[src/rtl/pvt_meas_sequencer.sv]
// Sequencer for the clk-to-q + setup delay-chain macro: runs 2^n measurements per
// request, accumulates sum/min/max/invalid count and returns the averaged result.
module pvt_meas_sequencer #(
  parameter int CNT_WIDTH   = 8,
  parameter int MAX_LOG2    = 4,
  parameter int WAIT_CYCLES = 64,
  parameter int GAP_CYCLES  = 4
) (
  input  logic                 clk,
  input  logic                 rst_n,
  input  logic                 req_valid,
  output logic                 req_ready,
  input  logic [2:0]           req_log2,
  input  logic                 abort,
  output logic                 meas_start,
  input  logic [CNT_WIDTH-1:0] meas_cnt,
  output logic                 rsp_valid,
  input  logic                 rsp_ready,
  output logic [CNT_WIDTH-1:0] rsp_avg,
  output logic [CNT_WIDTH-1:0] rsp_min,
  output logic [CNT_WIDTH-1:0] rsp_max,
  output logic [MAX_LOG2:0]    rsp_zero_cnt,
  output logic                 busy
);

  localparam int SW = CNT_WIDTH + MAX_LOG2;
  localparam int RW = MAX_LOG2 + 1;
  localparam int TW = $clog2(WAIT_CYCLES + GAP_CYCLES + 1);
  localparam logic [TW-1:0] WAIT_LAST = TW'(WAIT_CYCLES - 1);
  localparam logic [TW-1:0] GAP_LAST  = TW'(GAP_CYCLES - 1);
  localparam logic [2:0]    LOG2_MAX  = 3'(MAX_LOG2);

  typedef enum logic [2:0] {
    S_IDLE,
    S_START,
    S_WAIT,
    S_SAMPLE,
    S_GAP,
    S_DONE
  } state_t;

  state_t r_state;
  state_t w_state_nxt;

  logic [2:0]           r_n;
  logic [RW-1:0]        r_k_last;
  logic [RW-1:0]        r_run_idx;
  logic [TW-1:0]        r_timer;
  logic [SW-1:0]        r_sum;
  logic [CNT_WIDTH-1:0] r_min;
  logic [CNT_WIDTH-1:0] r_max;
  logic [RW-1:0]        r_zero;
  logic [CNT_WIDTH-1:0] r_rsp_avg;
  logic [CNT_WIDTH-1:0] r_rsp_min;
  logic [CNT_WIDTH-1:0] r_rsp_max;
  logic [RW-1:0]        r_rsp_zero;

  logic                 w_abort;
  logic [2:0]           w_n_clamp;
  logic [RW-1:0]        w_k_last;
  logic                 w_last_run;
  logic                 w_sample_zero;
  logic [SW-1:0]        w_sum_nxt;
  logic [CNT_WIDTH-1:0] w_min_nxt;
  logic [CNT_WIDTH-1:0] w_max_nxt;
  logic [RW-1:0]        w_zero_nxt;
  logic                 w_all_zero;

  assign w_abort       = abort && (r_state != S_IDLE);
  assign w_n_clamp     = (req_log2 > LOG2_MAX) ? LOG2_MAX : req_log2;
  assign w_k_last      = RW'((32'd1 << w_n_clamp) - 32'd1);
  assign w_last_run    = (r_run_idx == r_k_last);
  assign w_sample_zero = (meas_cnt == '0);
  assign w_sum_nxt     = r_sum + SW'(meas_cnt);
  assign w_min_nxt     = (!w_sample_zero && (meas_cnt < r_min)) ? meas_cnt : r_min;
  assign w_max_nxt     = (!w_sample_zero && (meas_cnt > r_max)) ? meas_cnt : r_max;
  assign w_zero_nxt    = r_zero + RW'(w_sample_zero);
  // All runs invalid is the only case where min stays at its all-ones seed without
  // a real sample of that value, so it is detected by count rather than by value.
  assign w_all_zero    = (w_zero_nxt == (r_k_last + RW'(1)));

  always_ff @(posedge clk or negedge rst_n) begin
    if (!rst_n) begin
      r_state <= S_IDLE;
    end else begin
      r_state <= w_state_nxt;
    end
  end

  always_comb begin
    w_state_nxt = r_state;
    if (w_abort) begin
      w_state_nxt = S_IDLE;
    end else begin
      case (r_state)
        S_IDLE:   if (req_valid) w_state_nxt = S_START;
        S_START:  w_state_nxt = S_WAIT;
        S_WAIT:   if (r_timer == WAIT_LAST) w_state_nxt = S_SAMPLE;
        S_SAMPLE: w_state_nxt = w_last_run ? S_DONE : S_GAP;
        S_GAP:    if (r_timer == GAP_LAST) w_state_nxt = S_START;
        S_DONE:   if (rsp_ready) w_state_nxt = S_IDLE;
        default:  w_state_nxt = S_IDLE;
      endcase
    end
  end

  always_ff @(posedge clk or negedge rst_n) begin
    if (!rst_n) begin
      r_n        <= '0;
      r_k_last   <= '0;
      r_run_idx  <= '0;
      r_timer    <= '0;
      r_sum      <= '0;
      r_min      <= '1;
      r_max      <= '0;
      r_zero     <= '0;
      r_rsp_avg  <= '0;
      r_rsp_min  <= '0;
      r_rsp_max  <= '0;
      r_rsp_zero <= '0;
    end else if (w_abort) begin
      r_run_idx  <= '0;
      r_timer    <= '0;
      r_sum      <= '0;
      r_min      <= '1;
      r_max      <= '0;
      r_zero     <= '0;
      r_rsp_avg  <= '0;
      r_rsp_min  <= '0;
      r_rsp_max  <= '0;
      r_rsp_zero <= '0;
    end else begin
      case (r_state)
        S_IDLE: begin
          if (req_valid) begin
            r_n        <= w_n_clamp;
            r_k_last   <= w_k_last;
            r_run_idx  <= '0;
            r_timer    <= '0;
            r_sum      <= '0;
            r_min      <= '1;
            r_max      <= '0;
            r_zero     <= '0;
            r_rsp_avg  <= '0;
            r_rsp_min  <= '0;
            r_rsp_max  <= '0;
            r_rsp_zero <= '0;
          end
        end
        S_START: r_timer <= '0;
        S_WAIT:  r_timer <= r_timer + TW'(1);
        S_SAMPLE: begin
          r_sum   <= w_sum_nxt;
          r_min   <= w_min_nxt;
          r_max   <= w_max_nxt;
          r_zero  <= w_zero_nxt;
          r_timer <= '0;
          if (w_last_run) begin
            r_rsp_avg  <= CNT_WIDTH'(w_sum_nxt >> r_n);
            r_rsp_min  <= w_all_zero ? '0 : w_min_nxt;
            r_rsp_max  <= w_max_nxt;
            r_rsp_zero <= w_zero_nxt;
          end else begin
            r_run_idx <= r_run_idx + RW'(1);
          end
        end
        S_GAP:   r_timer <= r_timer + TW'(1);
        default: ;
      endcase
    end
  end

  assign req_ready    = (r_state == S_IDLE);
  assign busy         = (r_state != S_IDLE);
  assign meas_start   = (r_state == S_START);
  assign rsp_valid    = (r_state == S_DONE);
  assign rsp_avg      = r_rsp_avg;
  assign rsp_min      = r_rsp_min;
  assign rsp_max      = r_rsp_max;
  assign rsp_zero_cnt = r_rsp_zero;

endmodule

[config.mk]
export PLATFORM = sky130hd
export DESIGN_NAME = pvt_meas_sequencer
export DESIGN_NICKNAME = d
export VERILOG_FILES = /design/src/rtl/pvt_meas_sequencer.sv
export SDC_FILE = /design/constraint.sdc
export NUM_CORES = 1
export LEC_CHECK = 0
export CAP_MARGIN = 20
export CELL_PAD_IN_SITES_DETAIL_PLACEMENT = 0
export CELL_PAD_IN_SITES_GLOBAL_PLACEMENT = 2
export CORE_MARGIN = 1.5
export CORE_UTILIZATION = 35
export CTS_CLUSTER_DIAMETER = 60
export DETAILED_ROUTE_END_ITERATION = 12
export PLACE_DENSITY = 0.74
export SYNTH_ARGS = -nofsm -noshare
export SYNTH_HDL_FRONTEND = slang
export SYNTH_SLANG_ARGS = --single-unit
[constraint.sdc]
create_clock -name clk -period 3.15 [get_ports clk]
set_input_delay 0.315 -clock clk [delete_from_list [all_inputs] [get_ports clk]]
set_output_delay 0.315 -clock clk [all_outputs]
set_load 0.05 [all_outputs]
==> summary.txt <==
Routing
  • WL/cell: 16.7 um
  • Iter 0 DRT Violations: 278
  • DRC violations left: 0
  • Via count: 4373
  • Pre-Repair DR Iteration Count: 4
  • Via-to-Cell Ratio: 5.27
  • Antenna viol nets, final: 0
  • Post-Route WL: 13900 um

Setup path
  • CP startpoint: meas_cnt[0]
  • R2R Path Start: r_sum[1]
  • CP Max Fanout: 6
  • RR Endpoint: rsp_avg[5]
  • Worst R2R Path Depth: 10
  • Crit Path Category: in2reg
  • CP endpoint kind: flip-flop
  • CP required: 3.42 ns
  • Worst setup SP type: primary input
  • Worst Path Arrival: 3.19 ns
  • CP endpoint: rsp_avg[4]
  • Reg2Reg Setup Slack: 0.45 ns

Clock tree
  • TritonCTS Buffers: 9
  • TritonCTS clock tree: done
  • Skew-Pair Late Insertion Delay: 0.35 ns
  • Clock buffer depth: 2
  • Postcts setup bufs: 0
  • Clock slew at reported path FFs: 0.06 ns
  • Cts hold-fix bufs: 0
  • CTS Root Cell: clkbuf_16
  • Post_cts resized: 0
  • H-tree depth: 3
  • CTS sink cnt: 85

Timing
  • Slew @ Worst Pin: 0.612 ns
  • Period utilisation layout: 0.927
  • Hold_ws: -0.0288 ns
  • Clock Skew: 0.00620 ns
  • Slew HR: 0.589
  • RSZ-0062 raised after global routing: no
  • Final Setup Violations: 0
  • Max Fclk: 342 MHz
  • Final-report max-slew violation count: 0
  • Final hold violations: 8
  • Minimum clock period: 2.92 ns

Logic synthesis
  • Synth Register Bits: 85
  • Syn Std Cell Area: 5230 um2
  • Top FF cell, synth: dfrtp_1
  • Largest area contributor in the netlist: dfrtp_1
  • Async set-or-reset flop fraction in the synthesized netlist: 1.00
  • Register area share after synthesis: 0.409
  • Most frequent cells after synthesis: nand2_1, dfrtp_1, o21ai_0
  • Top cell type's share of synthesized area: 0.369
  • Synth warnings: 0
  • Post-synth EDFFs: 0
  • Post-synthesis net count: 605
  • Synth top area cells: dfrtp_1, ha_1, nand2_1, o21ai_0, dfstp_2
  • Synth Instances: 560
  • Most common cell in the netlist: nand2_1
  • Syn_area_per_cell: 9.33 um2
  • Number of distinct library cells after synthesis: 69

GRT
  • Initial antenna violation count: 0
  • Total global routing overflow: 0
  • GRT Overall Usage: 0.188
  • Vias in the first global route: 4371
  • First-pass GRT wire length: 23600 um
  • Largest net degree at the start of global routing: 86

Placement
  • DP Area: 6180 um2
  • HPWL after DPL: 10100 um
  • PortBufs: 48
  • Gpl congestion: 0.862

Outcome
  • Failing checks: hold timing
  • Status: finished, violations left

Cells and area
  • Layout Cell Area excl Fill: 6510 um2
  • P&R area growth vs syn: 24.5%
  • Nets: 686
  • N_diodes: 0
  • Share of cells above drive strength 1: 0.146

Pwr
  • Pwr per Cell Area: 678 nW/um2
  • VDD IR max: 549 uV
  • Leak: 2.91 nW

Floorplan
  • Core region area: 14500 um2
  • I/O pin total: 49
  • Initial Utilization: 0.360
  • Die H: 125 um
  • # rows: 44
  • Die Width: 125 um
  • Die area: 15700 um2

Job
  • Max-cap viol count: 0

Worst hold path
  • Hold crit path type: in2async
-- routing by layer --
layer  up-vias  GRT usage  routed length (um)
li1       2192          -                   -
met1      2100      0.259                6840
met2        70      0.305                6490
met3        11     0.0265                 370
met4         0     0.0635                 200
met5         -          0                   0
-- placed cells by master (no fill, tap or decap), types with 3 or more instances in the layout --
master | Yosys | routed
o21a_1 | 3 | 3
nand4_1 | 6 | 6
xor2_1 | 12 | 12
o2111ai_1 | 3 | 3
buf_4 | 4 | 51
nand3_1 | 18 | 18
xnor2_1 | 17 | 17
dfrtp_1 | 77 | 77
o31ai_1 | 14 | 14
a21o_1 | 12 | 12
a22o_1 | 5 | 5
inv_1 | 19 | 19
dfstp_2 | 8 | 8
clkbuf_16 | 0 | 9
nand2_1 | 82 | 82
mux2_2 | 3 | 3
a221o_1 | 3 | 3
a21oi_1 | 13 | 12
o21ai_0 | 61 | 61
o22a_1 | 8 | 8
nor3_1 | 13 | 13
ha_1 | 28 | 28
and2_1 | 4 | 4
mux2i_1 | 21 | 21
o21ai_1 | 3 | 3
o211ai_1 | 5 | 5
clkdlybuf4s50_1 | 0 | 47
a211oi_1 | 7 | 7
nand2b_1 | 7 | 7
nor2_1 | 31 | 31
-- flip-flops by register name, summed over array words and instances (netlist names) --
signal	count
r_timer	7
r_zero	5
r_n	3
r_min	8
r_run_idx	5
r_state	3
r_k_last	5
rsp_avg	8
rsp_min	8
rsp_zero_cnt	5
r_sum	12
r_max	8
rsp_max	8
-- cells by family (layout without fill, tap and decap cells) --
group | after synthesis | in the layout | share of synthesized area
fa+ha+maj | 29 | 29 | 0.0709
buf+inv | 48 | 134 | 0.0429
mux | 26 | 26 | 0.0553
flops | 85 | 85 | 0.409
xor+xnor | 29 | 29 | 0.0486
simple gates | 178 | 178 | 0.158
compound gates | 165 | 165 | 0.215
-- critical path: stages --
cell	delay, ns
clkdlybuf4s50_1	0.55
ha_1	0.33
fa_1	0.43
a211o_1	0.31
a21o_1	0.19
a21oi_2	0.22
nor2_1	0.11
xnor2_1	0.15
mux4_2	0.47
o21ai_1	0.12
-- worst min path at each step --
stage                     slack, ns           to
after floorplan                0.02  r_k_last[0]
after global placement         0.41     r_max[1]
after detailed placement       0.40     r_max[2]
after CTS                      0.03     r_max[2]
after global routing           0.03     r_max[2]
final                         -0.03     r_max[2]
-- area by class of cell --
cell class                 count  area [um2]
clock inverter                 4        72.6
timing repair buffer          99         873
clock buffer                  12         246
tap                          184         230
multi-input combinational    427        2880
sequential                    85        2140
fill                        1462        8030
inverter                      19        71.3
-- metrics by stage --
stage	TNS, ns	setup slack (ns)	utilization	power [W]	instances
2_1_floorplan	0	0.388	-	0.00270	560
3_3_place_gp	-0.465	-0.143	0.425	0.00326	814
3_5_place_dp	-0.845	-0.216	0.425	0.00327	814
4_1_cts	0	0.119	0.447	0.00446	830
5_1_grt	0	0.0781	0.448	0.00472	830
6_report	0	0.229	0.448	0.00441	830
-- power breakdown --
group	internal, W	switching (W)	total [W]	leakage [nW]
sequential	0.00123	0.000184	0.00141	1.14
clock	0.000716	0.000449	0.00117	0.153
combinational	0.000697	0.00114	0.00184	1.61
Power figures use the tool's default switching activity.
